### src/rtl/dmem_access_ctrl.sv
// -----------------------------------------------------------------------------
// dmem_access_ctrl
//
// Purpose:
//   Sequences one data-memory access per MEM-stage load/store over a
//   request/ready handshake. Freezes the front of the pipeline while the
//   access is outstanding, aborts accesses that exceed TIMEOUT cycles, and
//   drops misaligned accesses with an error pulse.
//
// Parameters:
//   TIMEOUT   maximum ACCESS-state cycles before abort (1..255)
//   ERR_DATA  read data returned on a timed-out load
//
// Ports:
//   clk, reset                 clock, synchronous active-high reset
//   MEM_MemRead / MEM_MemWrite MEM-stage load / store
//   MEM_ALU_out                byte address of the access
//   MEM_register_read_data2    store data
//   mem_ready / mem_rdata      memory completion and read data
//   mem_req / mem_we           request to memory, write enable
//   mem_addr / mem_wdata       latched word address and store data
//   stall                      freeze IF/ID/EX and EX/MEM this cycle
//   MEM_read_data              load result forwarded to MEM/WB
//   err_misaligned             one-cycle pulse, misaligned access dropped
//   err_timeout                one-cycle pulse, access aborted by timeout
// -----------------------------------------------------------------------------
module dmem_access_ctrl #(
   parameter int unsigned TIMEOUT  = 16,
   parameter logic [31:0] ERR_DATA = 32'h0000_0000
) (
   input  logic        clk,
   input  logic        reset,
   input  logic        MEM_MemRead,
   input  logic        MEM_MemWrite,
   input  logic [31:0] MEM_ALU_out,
   input  logic [31:0] MEM_register_read_data2,
   input  logic        mem_ready,
   input  logic [31:0] mem_rdata,
   output logic        mem_req,
   output logic        mem_we,
   output logic [31:0] mem_addr,
   output logic [31:0] mem_wdata,
   output logic        stall,
   output logic [31:0] MEM_read_data,
   output logic        err_misaligned,
   output logic        err_timeout
);

   typedef enum logic [1:0] {
      IDLE   = 2'd0,
      ACCESS = 2'd1,
      DONE   = 2'd2
   } state_t;

   localparam logic [7:0] CNT_LIMIT = 8'(TIMEOUT - 1);

   state_t      state_q, state_d;
   logic [7:0]  cnt_q, cnt_d;
   logic        we_q, we_d;
   logic [31:0] addr_q, addr_d;
   logic [31:0] wdata_q, wdata_d;
   logic [31:0] rdata_q, rdata_d;
   logic        err_mis_q, err_mis_d;
   logic        err_to_q, err_to_d;

   logic access_req;
   logic aligned;
   logic start;

   assign access_req = MEM_MemRead | MEM_MemWrite;
   assign aligned    = (MEM_ALU_out[1:0] == 2'b00);
   assign start      = access_req & aligned & (state_q == IDLE);

   // DONE deliberately leaves stall low so exactly one instruction leaves MEM.
   assign stall = ~reset & (start | (state_q == ACCESS));

   always_ff @(posedge clk) begin
      if (reset) begin
         state_q   <= IDLE;
         cnt_q     <= 8'd0;
         we_q      <= 1'b0;
         addr_q    <= 32'd0;
         wdata_q   <= 32'd0;
         rdata_q   <= 32'd0;
         err_mis_q <= 1'b0;
         err_to_q  <= 1'b0;
      end else begin
         state_q   <= state_d;
         cnt_q     <= cnt_d;
         we_q      <= we_d;
         addr_q    <= addr_d;
         wdata_q   <= wdata_d;
         rdata_q   <= rdata_d;
         err_mis_q <= err_mis_d;
         err_to_q  <= err_to_d;
      end
   end

   always_comb begin
      state_d   = state_q;
      cnt_d     = cnt_q;
      we_d      = we_q;
      addr_d    = addr_q;
      wdata_d   = wdata_q;
      rdata_d   = rdata_q;
      err_mis_d = 1'b0;
      err_to_d  = 1'b0;

      case (state_q)
         IDLE: begin
            if (start) begin
               // A load+store combination is treated as a store.
               addr_d  = {MEM_ALU_out[31:2], 2'b00};
               wdata_d = MEM_register_read_data2;
               we_d    = MEM_MemWrite;
               cnt_d   = 8'd0;
               state_d = ACCESS;
            end else if (access_req) begin
               // Requested but not started while idle: must be misaligned.
               err_mis_d = 1'b1;
            end
         end

         ACCESS: begin
            // Completion wins over a timeout in the same cycle.
            if (mem_ready) begin
               if (!we_q) begin
                  rdata_d = mem_rdata;
               end
               state_d = DONE;
            end else if (cnt_q == CNT_LIMIT) begin
               err_to_d = 1'b1;
               if (!we_q) begin
                  rdata_d = ERR_DATA;
               end
               state_d = DONE;
            end else begin
               cnt_d = cnt_q + 8'd1;
            end
         end

         DONE: begin
            state_d = IDLE;
         end

         default: begin
            state_d = IDLE;
         end
      endcase
   end

   // The request is exactly the ACCESS state, so its fields are stable
   // until the cycle after mem_ready is sampled.
   assign mem_req        = (state_q == ACCESS);
   assign mem_we         = we_q;
   assign mem_addr       = addr_q;
   assign mem_wdata      = wdata_q;
   assign MEM_read_data  = rdata_q;
   assign err_misaligned = err_mis_q;
   assign err_timeout    = err_to_q;

endmodule

### config.mk
export PLATFORM = sky130hd
export DESIGN_NAME = dmem_access_ctrl
export DESIGN_NICKNAME = d
export VERILOG_FILES = /design/src/rtl/dmem_access_ctrl.sv
export SDC_FILE = /design/constraint.sdc
export NUM_CORES = 1
export LEC_CHECK = 0
export ABC_AREA = 1
export BUFFER_PORTS_ARGS = -buffer_cell sky130_fd_sc_hd__buf_2
export CAP_MARGIN = 20
export CORE_ASPECT_RATIO = 0.5
export CORE_MARGIN = 2
export CORE_UTILIZATION = 40
export DETAILED_ROUTE_END_ITERATION = 6
export PLACE_DENSITY = 0.68
export SYNTH_ARGS = -nofsm -noshare
export SYNTH_HDL_FRONTEND = slang
export SYNTH_SLANG_ARGS = --single-unit
export TNS_END_PERCENT = 20
### constraint.sdc
create_clock -name clk -period 1.85 [get_ports clk]
set_input_delay 0.2775 -clock clk [delete_from_list [all_inputs] [get_ports clk]]
set_output_delay 0.2775 -clock clk [all_outputs]
set_load 0.005 [all_outputs]
==> Yosys cells after proc, flatten, opt, wreduce, memory -nomap -nowiden <==
Cells that the tools add are included.
{ "totals": {"regBits": 107, "latchBits": 0, "ram_bits": 0, "mem_bits_ro": 0, "input_bits": 101, "output_inout_bits": 101, "wordCells": 48, "n_memories": 0} }
{ "classes": {"n_addsub": 1, "multipliers": 0, "n_div": 0, "magnitude_cmp": 0, "eq_ne": 6, "shift": 0, "n_mux": 14, "bitwise": 9, "n_reduce_logical": 10} }
{ "op_table": {"columns": ["op", "n"], "rows": [
  ["two-way mux 32 bit", 4],
  ["two-way mux 8 bit", 3],
  ["one-hot mux 8 bit (2 select lines)", 1],
  ["adder 8 x 1 -> 8 bit, second input constant", 1],
  ["== test 8 x 4 -> 1 bit, second input constant", 1],
  ["two-way mux 2 bit", 3],
  ["!= test 2 bit, second input constant", 3],
  ["OR reduction 3 bit", 2],
  ["logical NOT 2 bit", 2],
  ["NOT 1 bit", 4],
  ["one-hot mux 2 bit (2 select lines)", 1],
  ["AND reduction 2 bit", 2],
  ["AND reduction 4 bit", 1],
  ["nonzero test 2 bit", 2],
  ["bitwise AND 1 bit", 3],
  ["!= test 3 x 2 -> 1 bit, second input constant", 1],
  ["AND reduction 3 bit", 1],
  ["== test 2 x 1 -> 1 bit, second input constant", 1],
  ["two-way mux 1 bit", 2],
  ["OR 1 bit", 2]
]} }

==> Depth between registers and ports, before layout <==
Gate-level depths: netlist of run 1.
{ "depth": {"depth_word": 5, "ltp_mapped": 9, "depth_no_buf": 9} }

==> Worst setup path after synthesis of run 1 <==
No wires, ideal clock.
{ "synth_timing": {"path_kind": "register -> register", "startpoint": "reg cnt_q[0]", "endpoint": "reg rdata_q[22] (netlist: MEM_read_data[22])", "setup_ps": 110, "t_arrival_ps": 1360, "required_ps": 1740, "slack_ps": 380, "path_stages_with_launch": 9, "n_path_buf": 2, "synth_period_minus_slack_ps": 1470, "cell_sequence": "dfxtp_1 > ha_1 > nand3_4 > o21bai_4 > buf_4 > buf_4 > nand4_1 > nand2_1 > nor2_1"} }
{ "synth_via": {"elab_chain_cells": 3} }
{ "synth_lines": {"columns": ["element", "line", "source"], "rows": [
  ["from (decl)", "58", "logic [7:0] cnt_q, cnt_d;"],
  ["from (signal assigned)", "89", "cnt_q <= cnt_d;"],
  ["== test 8 x 4 -> 1 bit", "131", "end else if (cnt_q == CNT_LIMIT) begin"],
  ["nonzero test 2 bit (no line)", null, null],
  ["AND reduction 3 bit (no line)", null, null],
  ["to (signal assigned)", "93", "rdata_q <= rdata_d;"],
  ["to (decl)", "62", "logic [31:0] rdata_q, rdata_d;"]
]} }
No other way between the ends.
A chain may end at the register's enable or synchronous reset.

==> Final worst setup path of run 1 <==
{ "layout_timing": {"startpoint": "reg state_q[0]", "endpoint": "out stall"} }
{ "layout_via": {"elab_chain_cells": 4, "elab_cells_between_ends": 5, "classes_between": "eq/ne (1); bitwise (3); reduce/logical (1)"} }
{ "layout_lines": {"columns": ["element", "line", "source"], "rows": [
  ["from (decl)", "57", "state_t state_q, state_d;"],
  ["from (signal assigned)", "88", "state_q <= state_d;"],
  ["logical NOT 2 bit", "72", "assign start = access_req & aligned & (state_q == IDLE);"],
  ["bitwise AND 1 bit", "72", null],
  ["OR 1 bit *", "75", "assign stall = ~reset & (start | (state_q == ACCESS));"],
  ["bitwise AND 1 bit *", "75", null],
  ["to (decl)", "43", "output logic stall,"]
]} }
Mark *: on every way between the ends. The rest lies on a longest branch, timed or not.

==> results of run 1 <==
[per-layer routing]
metal,vias up,share of wire [%],GRT usage [%],wire [microns]
li1,2366,-,-,-
met1,1977,45,22.5,5330
met2,103,50,34.1,5880
met3,8,4.4,4.26,521
met4,0,0.88,4.67,104
met5,-,0,0,0
[cell families (layout without fill, tap and decap cells)]
group | after synthesis | in the layout | synth area share (%)
simple gates | 338 | 339 | 30.9
buf+inv | 122 | 308 | 11.7
flops | 107 | 107 | 47.5
compound gates | 80 | 80 | 9.58
fa+ha+maj | 1 | 1 | 0.278
other cells | 1 | 2 | 0.0832
[worst register-to-register path, delay by kind of cell (launching register included)]
kind	cells	cell delay, ns
and+or+nand+nor	5	0.66
DFF	1	0.38
AOI/OAI and AO/OA	1	0.25
adders and majority gates	1	0.26
[sequential cells by signal, indices dropped and copies added, names as in the netlist]
signal,count
err_misaligned,1
mem_we,1
mem_wdata,32
mem_addr,30
cnt_q,8
MEM_read_data,32
err_timeout,1
state_q,2
[layout make-up]
class / instances / area share (%)
clock inverter: 6 / 0.827
timing repair buffer: 215 / 19.3
sequential: 107 / 36.3
inverter: 77 / 4.96
tap: 145 / 3.08
clock buffer: 10 / 3.88
multi-input combinational: 422 / 31.6
[report_power, final]
group	switching, mW	total, mW	internal [mW]
combinational	0.346	0.610	0.264
sequential	0.0493	2.45	2.40
clock	0.872	1.80	0.927
[per-stage QoR]
stage	cell area, sq um	setup WS [ns]
finish	5900	0.0817
floorplan	4510	0.380
global route	5900	-0.0296
global placement	5600	0.203
CTS	5870	0.0721
detailed placement	5600	0.144
[cell usage in the layout (no fill, tap or decap), types with 3 or more instances in the layout]
cell,instances
nor2_1,53
nand4_1,29
nand2_1,240
buf_2,199
nand3_4,3
inv_1,74
a21oi_1,69
clkbuf_16,9
nand3_1,9
o21ai_0,3
dfxtp_1,107
clkinvlp_4,4
buf_4,14
[timing repair]
item,in CTS,in global routing
buffers inserted,0,0
setup endpoints to repair,0,24
resized for setup,0,3
[path summary, 6_finish.rpt]
check | slack (ns) | cells after the start | from | endpoint
worst max-delay path | 0.08 | 5 | state_q[0] | stall
worst min-delay path | 0.18 | 3 | MEM_ALU_out[24] | mem_addr[24]
worst max register to register | 0.25 | 7 | cnt_q[0] | MEM_read_data[17]
worst min register to register | 0.46 | 2 | mem_wdata[17] | mem_wdata[17]
==> results.md, run 1 <==
* Status: complete, no violations
* Finished Core Util at 53.7%
* Root buf cell: clkbuf_16
* Top Ports at between 200 and 250
* Final Hold Violating Endpoints at 0
* Placed cells at roughly 970
* Fillers at about 1100
* #FFs+latches synth at 107
* Bufs and invs on worst path at 2
* DRC errors left at 0
* N_diodes at 0
* Routed vias/inst at about 4.5
* Die Width at 154 microns
* Cell family with most CP delay: buffers and inverters
* Crit path cell chain: nor2_1 -> o211ai_1 -> buf_12 -> o21ai_0 -> buf_2
* Fin nets at ~930
* Initial antenna violation count at 0
* Worst path required time at 1.57 ns
* TritonCTS clock tree: built
* H-tree Lvls at 3
* Arr. time, crit path at about 1.5 ns
* Via count at around 4500
* VDD IR max at about 0.46 mV
* Post-DP HPWL at ~8000 microns
* Yosys top cell area share at between 40% and 50%
* Post-synth EDFFs at 0
* Startpoint Class: flop
* Detailed-route wire length at between 10000 and 15000 microns
* DRT antenna net count at 0
* Number of DRC markers in iteration 0 at around 230
* Min Tclk post-route at between 1.5 and 2 ns
* Max Root-Sink Buffers at 2
* Hold buffer count at cts at 0
* Initial Utilization at between 40% and 50%
* Core area at approximately 11000 sq um
* Cells after synthesis at between 600 and 700
* DR pass1 iterations at 4
* Count leader, synth: nand2_1
* CP max stage delay at 0.32 ns
* Synth area leaders: dfxtp_1 (48%), nand2_1 (20%), a21oi_1 (7.7%)
* Crit path max fanout at 43
* CTS Sinks at roughly 110
* Mapped Area at 4510 sq um
* Max Cap Viol at 0
* Crit. End Element: output port
* Detailed-route wire length per cell at around 12 microns
* Clk slew on worst S/H paths at 0.08 ns
* Fin cells at 982
* Critical path class: flop to output port
* Leading area contributor after synthesis: dfxtp_1
* Register area at roughly 2100 sq um
* Worst Skew at ~0.0081 ns
* Largest net degree at the start of global routing at 46
* Slowest CP cell: dfxtp_1
* DIE HEIGHT at between 70 and 80 microns
* Layout cells sized above 1 at 28.8%
* Num CTS Buffers at 9
* Most common library cells after synthesis: nand2_1 (241), dfxtp_1 (107), inv_1 (74), a21oi_1 (69), nor2_1 (53)
* Design Power at a little under 5 mW
* RSZ-0062 raised after global routing: yes
* Slew Viols, Final at 0
* Setup TNS at 0 ns
* P_leak at ~3 nW
* Synth warn at 0
* Syn avg cell area at approximately 7 sq um
* Final period util at between 90% and 100%
* Die area at ~12000 sq um
* Max Fclk at around 570 MHz
* Ys async rst share at 0%
* Worst min path class: input port to flop
* Synth unique cells at 29
* Seq/Total Area, Yosys at 47.5%
* Multi-input gate area at 1860 sq um
* Grt ovf at 0
* Top FF cell, synth: dfxtp_1
* Number of global-route vias before repair at 4135
* Num rows at 27
* Synthesis-to-finish area growth at 30.8%
* Final Setup Violations at 0
* Tot GR Track Use at 18.7%
* IO buf count at a little under 200
* Global placer's final weighted congestion at approximately 0.8
* Power per Cell Area at 823 nW/um^2
* First-pass GRT wire length at between 15000 and 20000 microns
* Hold_ws at approximately 0.18 ns
* Worst skew pair latency at between 0.3 and 0.4 ns
No activity file was read; power rests on OpenSTA's default activity.
==> run 2, diff against run 1 <==
--- a/config.mk
+++ b/config.mk
@@ -13,6 +13,7 @@
 export CORE_UTILIZATION = 40
 export DETAILED_ROUTE_END_ITERATION = 6
 export PLACE_DENSITY = 0.68
+export SETUP_SLACK_MARGIN = 0.1
 export SYNTH_ARGS = -nofsm -noshare
 export SYNTH_HDL_FRONTEND = slang
 export SYNTH_SLANG_ARGS = --single-unit
==> run 2 against run 1 <==
  * Utilization increased by 0.44 points
  * Power increased by 0.31%
  * Critical endpoint unchanged
  * Sequential power about the same
  * Global-route usage increased by 0.55 points
  * Register-to-register slack improved by 0.03 ns
  * Largest cell class unchanged
  * First-iteration DRC count increased by 27%
==> results.md, run 2 (synthesis results as in run 1) <==
* Design Power at 4.87 mW (+0.31%)
* Post-DP HPWL at 8130 microns (unchanged)
* Max Cap Viol at 0 (unchanged)
* Cell family with most CP delay: buffers and inverters
* Crit path max fanout at 11 (-74%)
* Most frequent cells in the layout: nand2_1 (241), buf_2 (199), dfxtp_1 (107)
* Slowest CP cell: dfxtp_1
* Final Hold Violating Endpoints at 0 (unchanged)
* Max Root-Sink Buffers at 2 (unchanged)
* Slew Viols, Final at 0 (unchanged)
* Clk slew on worst S/H paths at 0.07 ns (about the same)
* DRC errors left at 0 (unchanged)
* H-tree Lvls at 3 (unchanged)
* Final Setup Violations at 0 (unchanged)
* Routed vias/inst at 4.57 (+0.82%)
* Number of global-route vias before repair at 4167 (+0.77%)
* Grt ovf at 0 (unchanged)
* Detailed-route wire length per cell at 12.4 microns (+2.5%)
* RSZ-0062 raised after global routing: yes
* TritonCTS clock tree: built
* CTS Sinks at 107 (unchanged)
* Crit. End Element: output port
* Fin cells at 986 (+0.41%)
* IO buf count at 199 (unchanged)
* Worst reg2reg startpoint: cnt_q[0]
* Min Tclk post-route at 1.72 ns (-0.0458 ns)
* Final period util at 93.1% (-2.5 points)
* DRT antenna net count at 0 (unchanged)
* Bufs and invs on worst path at 2 (unchanged)
* Root buf cell: clkbuf_16
* Top Ports at 202 (unchanged)
* Crit path from: state_q[0]
* Hold buffer count at cts at 0 (unchanged)
* Crit path cell chain: nor2_2 -> o211ai_1 -> bufbuf_16 -> o21ai_1 -> buf_2
* CP max stage delay at 0.32 ns (about the same)
* Number of DRC markers in iteration 0 at 288 (+27%)
* Worst min path class: input port to flop
* Worst skew pair latency at 0.33 ns (about the same)
* Core area at 11000 sq um (unchanged)
* Setup TNS at 0 ns (unchanged)
* Num rows at 27 (unchanged)
* Hold_ws at 0.180 ns (+0.000630 ns)
* Final Cell Area at 5950 sq um (+0.83%)
* Power per Cell Area at 819 nW/um^2 (-0.51%)
* Initial Utilization at 41.1% (unchanged)
* DIE HEIGHT at 79.1 microns (unchanged)
* Initial antenna violation count at 0 (unchanged)
* Placed cells at 965 (unchanged)
* Arr. time, crit path at 1.44 ns (-0.05 ns)
* N_diodes at 0 (unchanged)
* Min-delay src: MEM_register_read_data2[28]
* Critical path class: flop to output port
* Reg2reg setup slack at 0.28 ns (+0.03 ns)
* Commonest non-fill, non-tap cell in the layout: nand2_1
* VDD IR max at 0.464 mV (+0.14%)
* Max Fclk at 581 MHz (+2.7%)
* Largest net degree at the start of global routing at 46 (unchanged)
* Via count at 4509 (+1.2%)
* Layout cells sized above 1 at 29.3% (+0.46 points)
* Fin nets at 938 (+0.43%)
* Worst path required time at 1.57 ns (about the same)
* Synthesis-to-finish area growth at 31.9%
* DR pass1 iterations at 5 (+1)
* First-pass GRT wire length at 19100 microns (+2.3%)
* Die area at 12200 sq um (unchanged)
* Tot GR Track Use at 19.2% (+0.55 points)
* Startpoint Class: flop
* Status: complete, no violations
* Global placer's final weighted congestion at 0.807 (unchanged)
* P_leak at 2.98 nW (+1.3%)
* Detailed-route wire length at 12200 microns (+3.0%)
* Die Width at 154 microns (unchanged)
* Placed Area at 5600 sq um (unchanged)
* Worst Skew at 0.00627 ns (-0.00184 ns)
* Num CTS Buffers at 9 (unchanged)
[run 2: worst paths after layout]
check	depth (start not counted)	to
worst max-delay path	5	stall
worst max register to register	7	MEM_read_data[17]
worst min-delay path	3	mem_wdata[28]
worst min register to register	2	mem_wdata[3]
[run 2: cell type report]
cell class | count | area (sq um)
sequential | 107 | 2140
multi-input combinational | 422 | 1870
fill | 1099 | 5030
tap | 145 | 181
clock buffer | 10 | 229
timing repair buffer | 219 | 1190
inverter | 77 | 289
clock inverter | 6 | 48.8
[run 2: repair_timing]
item	CTS	global route
setup buffers	2	0
gates cloned	2	1
endpoints found under the setup margin	1	34
resized for setup	3	3
pin swaps	1	1
[run 2: worst register-to-register path, stage by stage, from the launching register on]
cell and delay [ns]:
dfxtp_1 0.38, ha_2 0.24, nand3_4 0.12, o21bai_4 0.25, nand3_4 0.25, nand2_1 0.13
nand2_1 0.05, nor2_1 0.10
[run 2: through the flow]
stage,setup slack [ns],util [%]
final,0.128,54.2
after global routing,0.0438,54.2
after global placement,0.203,51.0
after floorplan,0.380,-
after CTS,0.0831,54.0
after detailed placement,0.144,51.0
[run 2: layer usage]
layer  share of wire, %  vias up  wire (microns)  global-route usage, %
met1                 45     2020            5540                   23.5
met4               0.89        0             108                   4.67
met3                4.3        8             520                   4.26
li1                   -     2374               -                      -
met2                 49      107            6020                   34.9
met5                  0        -               0                      0
[run 2: report_power, final]
| group | internal, mW | leakage, nW | switching, mW |
|---|---|---|---|
| registers | 2.40 | 0.870 | 0.0492 |
| logic | 0.277 | 1.99 | 0.352 |
| clock network | 0.927 | 0.126 | 0.869 |
